<file path="src/rtl/adder_arbiter_if.sv">
// rtl/adder_arbiter_if.sv - request/result bus for adder_arbiter; res_ovf exists only with ADDER_ARB_OVF_EN
interface adder_arbiter_if;
    logic [2:0]  req_valid;
    logic [95:0] req_a;
    logic [95:0] req_b;
    logic [2:0]  req_grant;
    logic        res_valid;
    logic        res_ready;
    logic [31:0] res_data;
    logic [1:0]  res_id;
`ifdef ADDER_ARB_OVF_EN
    logic        res_ovf;

    modport master (
        output req_valid, req_a, req_b, res_ready,
        input  req_grant, res_valid, res_data, res_id, res_ovf
    );
    modport slave (
        input  req_valid, req_a, req_b, res_ready,
        output req_grant, res_valid, res_data, res_id, res_ovf
    );
`else
    modport master (
        output req_valid, req_a, req_b, res_ready,
        input  req_grant, res_valid, res_data, res_id
    );
    modport slave (
        input  req_valid, req_a, req_b, res_ready,
        output req_grant, res_valid, res_data, res_id
    );
`endif
endinterface

</file>
<file path="src/rtl/adder_arbiter.sv">
// rtl/adder_arbiter.sv - three-requester round-robin front end to one shared 32-bit adder
// Define ADDER_ARB_OVF_EN to add the registered signed-overflow flag res_ovf.
module adder_arbiter (
    input  logic           clk,
    input  logic           rst,
    adder_arbiter_if.slave bus
);

    logic        slot_free;
    logic [2:0]  grant;
    logic [1:0]  grant_idx;
    logic [1:0]  last_grant;
    logic [31:0] op_a;
    logic [31:0] op_b;
    logic [31:0] sum;

    logic        res_valid_q;
    logic [31:0] res_data_q;
    logic [1:0]  res_id_q;

    // Grant is gated by rst so nothing is granted while reset is held.
    always_comb begin
        slot_free = !res_valid_q || bus.res_ready;
        grant     = 3'b000;
        if (!rst && slot_free) begin
            case (last_grant)
                2'd0: begin
                    if      (bus.req_valid[1]) grant = 3'b010;
                    else if (bus.req_valid[2]) grant = 3'b100;
                    else if (bus.req_valid[0]) grant = 3'b001;
                end
                2'd1: begin
                    if      (bus.req_valid[2]) grant = 3'b100;
                    else if (bus.req_valid[0]) grant = 3'b001;
                    else if (bus.req_valid[1]) grant = 3'b010;
                end
                default: begin
                    if      (bus.req_valid[0]) grant = 3'b001;
                    else if (bus.req_valid[1]) grant = 3'b010;
                    else if (bus.req_valid[2]) grant = 3'b100;
                end
            endcase
        end
    end

    always_comb begin
        grant_idx = 2'd0;
        case (grant)
            3'b010:  grant_idx = 2'd1;
            3'b100:  grant_idx = 2'd2;
            default: grant_idx = 2'd0;
        endcase
    end

    always_comb begin
        op_a = bus.req_a[31:0];
        op_b = bus.req_b[31:0];
        case (grant_idx)
            2'd1: begin
                op_a = bus.req_a[63:32];
                op_b = bus.req_b[63:32];
            end
            2'd2: begin
                op_a = bus.req_a[95:64];
                op_b = bus.req_b[95:64];
            end
            default: begin
                op_a = bus.req_a[31:0];
                op_b = bus.req_b[31:0];
            end
        endcase
        sum = op_a + op_b;
    end

    always_ff @(posedge clk or posedge rst) begin
        if (rst) begin
            res_valid_q <= 1'b0;
            res_data_q  <= 32'h0;
            res_id_q    <= 2'd0;
            last_grant  <= 2'd2;
        end else if (|grant) begin
            res_valid_q <= 1'b1;
            res_data_q  <= sum;
            res_id_q    <= grant_idx;
            last_grant  <= grant_idx;
        end else if (bus.res_ready) begin
            res_valid_q <= 1'b0;
        end
    end

    assign bus.req_grant = grant;
    assign bus.res_valid = res_valid_q;
    assign bus.res_data  = res_data_q;
    assign bus.res_id    = res_id_q;

`ifdef ADDER_ARB_OVF_EN
    logic ovf;
    logic res_ovf_q;

    // Signed overflow: like-signed operands producing a sum of the other sign.
    assign ovf = (op_a[31] == op_b[31]) && (sum[31] != op_a[31]);

    always_ff @(posedge clk or posedge rst) begin
        if (rst) begin
            res_ovf_q <= 1'b0;
        end else if (|grant) begin
            res_ovf_q <= ovf;
        end
    end

    assign bus.res_ovf = res_ovf_q;
`endif

endmodule

</file>
<file path="src/flat_wrapper.sv">
// flat-port wrapper written by rule: the top's interface ports become plain ports
module adder_arbiter_flat 
  (clk, rst, bus_req_valid, bus_req_a, bus_req_b, bus_res_ready, bus_req_grant, bus_res_valid, bus_res_data, bus_res_id);
  adder_arbiter_if bus_i ();
  input  logic clk;
  input  logic rst;
  input wire logic [$bits(bus_i.req_valid)-1:0] bus_req_valid;
  input wire logic [$bits(bus_i.req_a)-1:0] bus_req_a;
  input wire logic [$bits(bus_i.req_b)-1:0] bus_req_b;
  input wire logic [$bits(bus_i.res_ready)-1:0] bus_res_ready;
  output wire logic [$bits(bus_i.req_grant)-1:0] bus_req_grant;
  output wire logic [$bits(bus_i.res_valid)-1:0] bus_res_valid;
  output wire logic [$bits(bus_i.res_data)-1:0] bus_res_data;
  output wire logic [$bits(bus_i.res_id)-1:0] bus_res_id;
  assign bus_i.req_valid = bus_req_valid;
  assign bus_i.req_a = bus_req_a;
  assign bus_i.req_b = bus_req_b;
  assign bus_i.res_ready = bus_res_ready;
  assign bus_req_grant = bus_i.req_grant;
  assign bus_res_valid = bus_i.res_valid;
  assign bus_res_data = bus_i.res_data;
  assign bus_res_id = bus_i.res_id;
  adder_arbiter u_core (.clk(clk), .rst(rst), .bus(bus_i));
endmodule
</file>
<file path="config.mk">
export PLATFORM = sky130hd
export DESIGN_NAME = adder_arbiter_flat
export DESIGN_NICKNAME = d
export VERILOG_FILES = /design/src/rtl/adder_arbiter_if.sv /design/src/rtl/adder_arbiter.sv /design/src/flat_wrapper.sv
export SDC_FILE = /design/constraint.sdc
export NUM_CORES = 1
export LEC_CHECK = 0
export ABC_AREA = 1
export CAP_MARGIN = 10
export CORE_AREA = 2 2 130 132
export CTS_CLUSTER_DIAMETER = 50
export CTS_CLUSTER_SIZE = 8
export DETAILED_ROUTE_END_ITERATION = 8
export DIE_AREA = 0 0 132 134
export GPL_TIMING_DRIVEN = 0
export PLACE_DENSITY = 0.61
export SLEW_MARGIN = 10
export SYNTH_ARGS = -nofsm -noshare
export SYNTH_HDL_FRONTEND = slang
export SYNTH_SLANG_ARGS = --single-unit
</file>
<file path="constraint.sdc">
create_clock -name clk -period 3.2 [get_ports clk]
set_clock_uncertainty 0.15 [all_clocks]
set_input_delay 0.32 -clock clk [delete_from_list [all_inputs] [get_ports clk]]
set_output_delay 0.32 -clock clk [all_outputs]
set_load 0.005 [all_outputs]
</file>
==> results of run 1 <==
state kept, by name (all words and copies together), names as in the netlist:
name / flops
u_core.bus.res_valid: 1
u_core.bus.res_data: 32
u_core.last_grant: 1
u_core.bus.res_id: 2
report_power, final:
part | internal, mW | leakage (nW) | switching (mW) | total (mW)
registers | 0.693 | 0.438 | 0.134 | 0.827
logic | 2.27 | 3.36 | 2.63 | 4.89
clock network | 0.410 | 0.0901 | 0.180 | 0.590
total | 3.37 | 3.88 | 2.94 | 6.31
stage by stage:
step	utilization [%]	TNS [ns]	std cells	total power [mW]	hold WS, ns
floorplan	-	0	782	3.23	0.266
global placement	45.4	-12.83	1237	4.68	0.308
detailed placement	45.4	-13.17	1237	4.70	0.308
CTS	48.1	-0.000668	1253	5.52	0.254
global route	53.0	-0.343	1271	6.85	0.289
finish	53.0	0	1271	6.31	0.256
what timing repair did:
item	4_1_cts	5_1_grt
endpoints found under the setup margin	25	24
endpoints found under the hold margin	0	0
buffers inserted	8	18
pin swaps	10	57
gates resized for setup	54	147
logic make-up after synthesis:
logic type      share of synthesized area (%)
simple gates                             43.3
compound gates                           17.2
buf+inv                                  9.97
flops                                    18.9
fa+ha+maj                                8.55
xor+xnor                                 2.02
metal layers:
layer	wire length, um	share of wire [%]	global-route usage, %
met4	364	1.8	5.37
met1	8950	44	29.8
met2	9430	46	36.9
met5	0	0	0
met3	1550	7.6	3.51
worst register-to-register path, cell delays in order (launching register included):
cell and delay [ns]:
dfstp_2 0.58, inv_4 0.06, nand3_4 0.07, nand2_4 0.07, nand3_4 0.08, buf_12 0.15
inv_8 0.07, buf_12 0.15, a22oi_2 0.16, nand2_1 0.09, ha_2 0.21, fa_2 0.38
nand3_2 0.08, nand2_2 0.08, nand3_2 0.09, nand2_2 0.08, nand2_2 0.09, nand2_2 0.07
nand2_1 0.09, nand3b_1 0.07, nand3_1 0.10, nand2_1 0.05
cell usage in the layout (no fill, tap or decap), types with 3 or more instances in the layout:
| cell type | n |
|---|---|
| a21oi_1 | 18 |
| xnor2_1 | 8 |
| ha_4 | 23 |
| inv_1 | 54 |
| nor2_4 | 3 |
| nor3_2 | 6 |
| nand3_2 | 15 |
| nand2_1 | 240 |
| a22oi_1 | 35 |
| nand3_4 | 4 |
| o21ai_1 | 13 |
| clkbuf_4 | 4 |
| nand2_2 | 38 |
| a21oi_2 | 16 |
| clkbuf_16 | 5 |
| nand2_4 | 4 |
| clkdlybuf4s50_1 | 231 |
| or2_1 | 3 |
| a22oi_2 | 23 |
| ha_1 | 6 |
| buf_6 | 7 |
| nand4_1 | 8 |
| buf_2 | 11 |
| nor2_1 | 37 |
| o21ai_2 | 3 |
| o21ai_0 | 9 |
| buf_4 | 34 |
| inv_2 | 8 |
| nand3_1 | 97 |
| nor2_2 | 10 |
| nand3b_1 | 6 |
| o21bai_1 | 4 |
| dfrtp_1 | 35 |
worst max-delay path by stage:
stage	end
4_1_cts	u_core.bus.res_data[31]
5_1_grt	u_core.bus.res_data[27]
3_3_place_gp	u_core.bus.res_data[28]
2_1_floorplan	u_core.bus.res_data[28]
6_report	u_core.bus.res_data[30]
3_5_place_dp	u_core.bus.res_data[28]
final cells by class:
cell class | count | area, um2
repair buffers | 261 | 2550
multi-input cells | 648 | 4190
well taps | 220 | 275
clock inverters | 1 | 30.0
clock buffers | 7 | 153
flip-flops and latches | 36 | 902
plain buffers | 33 | 279
fillers | 1665 | 7660
inverters | 65 | 256
==> metrics.md, run 1 <==
| Metric | Value |
|---|---|
| Most used DFF post-synth | dfrtp_1 |
| Cell row count | 47 |
| Hold Crit Depth | 2 |
| Worst Path Buf+Inv | 4 |
| Final setup margin | 0.0781 ns |
| DRC viols | 0 |
| Final net count | 1,280 |
| Final critical-path required period | 3.12 ns |
| Post-Route WL | 20,300 um |
| Final HPWL DP | 16,400 um |
| Crit share post-route | 97.6% |
| Post-Syn Instances | 782 |
| Slowest CP cell | dfstp_2 |
| Initial Utilization | 29.3% |
| Reg clk slew, reported paths | 0.05 ns |
| Area growth, synth to finish | 81.0% |
| Share of cells above drive strength 1 | 22.3% |
| Core Box Area | 16,300 um2 |
| Arrival time worst endpoint | 3.14 ns |
| Worst Hold Path EP | u_core.bus.res_valid |
| Final setup violation count | 0 |
| Top cells by area, synth | nand2_1, dfrtp_1, nand3_1 |
| Iteration-0 DRC Markers | 290 |
| Final instance area | 8630 um2 |
| Cts hold-fix bufs | 0 |
| GRT Total Usage | 22.1% |
| CP endpoint kind | flop |
| Die height | 134 um |
| Critical path depth | 21 |
| Die width | 132 um |
| Worst stage delay on the critical path | 0.58 ns |
| Final Hold Viols | 0 |
| Slew Viols, Final | 0 |
| IO Count | 236 |
| CTS buffer count | 5 |
| Post-synthesis sequential area ratio | 18.9% |
| Cell Chain, Critical Path | inv_4 -> nand3_4 -> nand2_4 -> nand3_4 -> buf_12 -> inv_8 -> buf_12 -> a22oi_2 -> nand2_1 -> ha_2 -> fa_2 -> nand3_2 -> nand2_2 -> nand3_2 -> nand2_2 -> nand2_2 -> nand2_2 -> nand2_1 -> nand3b_1 -> nand3_1 -> nand2_1 |
| Clock buffer depth | 2 |
| Max-Cap Viols | 0 |
| Max H-tree Level | 2 |
| Number of global-route vias before repair | 6,164 |
| RSZ-0062 raised after global routing | true |
| DR vias/cell | 4.98 |
| DP Area | 7400 um2 |
| Drt pass-1 iters | 6 |
| Pwr per Cell Area | 731 nW/um2 |
| R2R Path End | u_core.bus.res_data[30] |
| Initial antenna violation count | 0 |
| Status | finished, final reports clean |
| Ys async rst share | 100% |
| Seq cells post-synth | 36 |
| Max transition margin | 50.2% |
| I/O Buffers | 235 |
| First-pass GRT wire length | 31,500 um |
| Max FO, Critical Path | 10 |
| Top post-synthesis cells by count | nand2_1, nand3_1, inv_1 |
| Syn avg cell area | 6.10 um2 |
| Clock root cell | clkbuf_16 |
| Reg2reg setup slack | 0.08 ns |
| Die footprint | 17,700 um2 |
| HP Start | bus_res_ready |
| Critical path's top delay family | simple AND/OR/NAND/NOR gates |
| Leak | 3.88 nW |
| Post-synth top area share | 21.7% |
| Synth warn | 0 |
| Post-synth EDFFs | 0 |
| FF-to-FF path depth | 21 |
| Largest area contributor in the netlist | nand2_1 |
| Pin count of the biggest net entering global routing | 38 |
| CP Launch Point | u_core.last_grant[1] |
| Gr ovfl total | 0 |
| Worst-Margin Slew | 0.745 ns |
| DR vias | 6,329 |
| Worst path required time | 3.22 ns |
| Routed WL per cell | 16.0 um |
| Worst VDD drop | 0.328 mV |
| CP dominant cell by count | nand2_2 |
| Dpl ws | -0.672 ns |
| Most frequent cell after synthesis | nand2_1 |
| Worst min path class | in -> reg |
| TritonCTS Sinks | 36 |
| Worst-Skew Late Latency | 0.28 ns |
| Antenna-violating nets left | 0 |
| Mapped Area | 4770 um2 |
| WS Path Type | reg -> reg |
| Syn Nets | 1,012 |
| Antenna cells | 0 |
| Worst R2R Start | u_core.last_grant[1] |
| GPL Wtd Cong | 0.890 |
| CTS tree | done |
| Fmax | 0.320 GHz |
| Number of library cell types mapped by synthesis | 37 |
| Critical Path Source Type | flop |
Power figures use the tool's default switching activity.
==> run 2, diff against run 1 <==
CAP_MARGIN = not set   (was 10)
==> results of run 2 <==
Final layout, timing and power as in run 1 (identical DEF).
==> run 3, diff against run 2 <==
CORE_AREA = 2 2 116 118   (was 2 2 130 132)
DIE_AREA = 0 0 118 120   (was 0 0 132 134)
PLACE_DENSITY = 0.75   (was 0.61)
==> run 3 against run 2 <==
Core utilization increased by 14 points. Power increased by 1.9%. Fmax decreased by 0.88%. Critical path type unchanged. Non-clock buffer count increased by 9. Setup slack got worse by 0.028 ns. Final area increased by 1.3%. Combinational power increased by 4.9%. Largest cell class unchanged. Hold slack got worse by 0.15 ns. Count of clock-buffer cells in the layout decreased by 2. Clock power decreased by 18%. Flip-flop and latch count unchanged.
==> metrics.md, run 3 (synthesis results as in run 1) <==
| Metric | Value |
|---|---|
| Sequential Power Share | 12.8% (-0.3 points) |
| Post-Layout Cell Count | 1,237 (-2.7%) |
| Max H-tree Level | 2 (unchanged) |
| Fmax | 0.318 GHz (-0.88%) |
| CP dominant cell by count | nand2_2 |
| DP Cell Count | 1,193 (-3.6%) |
| Clock root cell | clkbuf_16 |
| TritonCTS Sinks | 36 (unchanged) |
| Antenna cells | 0 (unchanged) |
| Arrival time worst endpoint | 3.17 ns (+0.03 ns) |
| Cell Chain, Critical Path | inv_2 -> nand3_2 -> nand2_2 -> nand3_4 -> inv_8 -> buf_12 -> a22oi_2 -> nand2_1 -> ha_2 -> fa_2 -> nand3_2 -> nand2_4 -> nand2_4 -> nand3_4 -> nand2_2 -> nand2_2 -> xnor2_2 -> o21ai_1 |
| First-pass GRT wire length | 30,100 um (-4.3%) |
| Core Box Area | 13,000 um2 (-20%) |
| Worst-Margin Slew | 0.746 ns (+0.000546 ns) |
| Share of cells above drive strength 1 | 24.0% (+1.8 points) |
| I/O Buffers | 235 (unchanged) |
| Max reg flops | 32 (unchanged) |
| Met3 routed WL | 1540 um (-0.52%) |
| Area growth, synth to finish | 83.2% |
| FF-to-FF path depth | 18 (-14%) |
| CTS tree | done |
| RSZ-0062 raised after global routing | true |
| Final critical-path required period | 3.15 ns (+0.0277 ns) |
| Psw | 3.08 mW (+4.7%) |
| CP Launch Point | u_core.last_grant[1] |
| GPL Wtd Cong | 0.942 (+5.9%) |
| IO Count | 236 (unchanged) |
| Worst VDD drop | 0.275 mV (-16%) |
| GRT Total Usage | 26.4% (+4.3 points) |
| Slew Viols, Final | 0 (unchanged) |
| Gr ovfl total | 0 (unchanged) |
| Gate power share | 79.7% (+2.2 points) |
| Worst R2R Start | u_core.last_grant[1] |
| Die footprint | 14,200 um2 (-20%) |
| Status | finished, final reports clean |
| Max FO, Critical Path | 10 (unchanged) |
| # fillers | 1,094 (-34%) |
| Number of global-route vias before repair | 6,000 (-2.7%) |
| Total chip power | 6.43 mW (+1.9%) |
| Switching share of power | 47.9% (+1.3 points) |
| Iteration-0 DRC Markers | 516 (+78%) |
| Drt pass-1 iters | 6 (unchanged) |
| Reg clk slew, reported paths | 0.06 ns (about the same) |
| Worst path required time | 3.22 ns (about the same) |
| Critical Path Source Type | flop |
| Worst hold slack | 0.106 ns (-0.150 ns) |
| Final Hold Viols | 0 (unchanged) |
| Initial antenna violation count | 0 (unchanged) |
| DR vias | 6,509 (+2.8%) |
| Final setup violation count | 0 (unchanged) |
| CTS buffer count | 5 (unchanged) |
| Cell row count | 42 (-11%) |
| Worst stage delay on the critical path | 0.55 ns (-0.03 ns) |
| Final instance area | 8740 um2 (+1.3%) |
| Reg2reg setup slack | 0.05 ns (-0.03 ns) |
| DR top layer | met4 |
| Internal | 3.35 mW (-0.46%) |
| Max-Cap Viols | 0 (unchanged) |
| Routed WL per cell | 16.6 um (+4.3%) |
| Post-Route WL | 20,600 um (+1.5%) |
| Worst-Skew Late Latency | 0.28 ns (about the same) |
| Max transition margin | 50.2% (about the same) |
| WS Path Type | reg -> reg |
| Most frequent cells in the layout | clkdlybuf4s50_1, nand2_1, nand3_1 |
| Die height | 120 um (-10%) |
| Pin count of the biggest net entering global routing | 38 (unchanged) |
| Pwr per Cell Area | 736 nW/um2 (+0.67%) |
| Clock buffer depth | 2 (unchanged) |
| Initial Utilization | 36.8% (+7.5 points) |
| WL met2 | 10,000 um (+6.1%) |
| Final net count | 1,290 (+0.78%) |
| Worst min path class | in -> async |
| Final HPWL DP | 15,400 um (-6.0%) |
| M1 WL | 8460 um (-5.5%) |
| R2R Path End | u_core.bus.res_data[16] |
| Die width | 118 um (-11%) |
| Clock power share | 7.5% (-1.8 points) |
| DP Area | 7340 um2 (-0.74%) |
| DRC viols | 0 (unchanged) |
| Cts hold-fix bufs | 0 (unchanged) |
| Crit share post-route | 98.4% (+0.87 points) |
| DR vias/cell | 5.26 (+5.7%) |
| Leak | 3.97 nW (+2.1%) |
| Commonest non-fill, non-tap cell in the layout | clkdlybuf4s50_1 |
| Antenna-violating nets left | 0 (unchanged) |
| CP endpoint kind | flop |
| Slowest CP cell | dfstp_2 |
## run 3: how the worst max path moves through the flow
stage,end,slack [ns],cells past startpoint
2_1_floorplan,u_core.bus.res_data[28],0.20,21
3_3_place_gp,u_core.bus.res_data[28],-0.60,19
3_5_place_dp,u_core.bus.res_data[28],-0.63,19
4_1_cts,u_core.bus.res_data[13],0.009,17
5_1_grt,u_core.bus.res_data[26],-0.10,20
6_report,u_core.bus.res_data[16],0.05,18
## run 3: per-layer routing
metal	vias up	track usage, %
li1	3199	-
met1	2929	35.5
met2	331	44.8
met3	50	3.18
met4	0	7.08
met5	-	0
## run 3: power groups by stage
stage                     Sequential (mW)  Combinational (mW)  Clock [mW]
after floorplan                     0.829                2.40           0
after global placement              0.825                3.78           0
after detailed placement            0.832                3.82           0
after CTS                           0.829                4.12       0.490
after global routing                0.858                5.55       0.511
final                               0.826                5.13       0.481
## run 3: worst max-delay path, delay by kind of cell, from the launching register on
family                   cells  cell delay (ns)
AO/OA/AOI/OAI                2             0.23
AND/OR/NAND/NOR             10             0.98
flip-flops                   1             0.55
XOR/XNOR                     1             0.20
adder cells (fa/ha/maj)      2             0.59
buffers and inverters        3             0.29
## run 3: through the flow
step           worst slack [ns]  TNS (ns)  utilization, %
6_report                 0.0504         0            67.4
5_1_grt                  -0.101    -0.745            67.4
4_1_cts                 0.00867         0            60.1
3_5_place_dp             -0.629    -11.31            56.6
3_3_place_gp             -0.605    -10.90            56.6
2_1_floorplan             0.204         0               -
## run 3: final cells by class
type / instances / area, um2 / share of cell area [%]
multi-input combinational: 648 / 4290 / 49.1
timing repair buffer: 272 / 2650 / 30.3
sequential: 36 / 902 / 10.3
buffer: 31 / 274 / 3.13
inverter: 65 / 254 / 2.91
tap: 176 / 220 / 2.52
clock buffer: 5 / 125 / 1.43
clock inverter: 3 / 18.8 / 0.215
timing repair inverter: 1 / 6.26 / 0.0716
## run 3: repair_timing
item,CTS,global route
pin swaps,10,85
gates cloned,0,1
buffers inserted,13,24
gates resized for setup,47,185
setup endpoints to repair,23,24
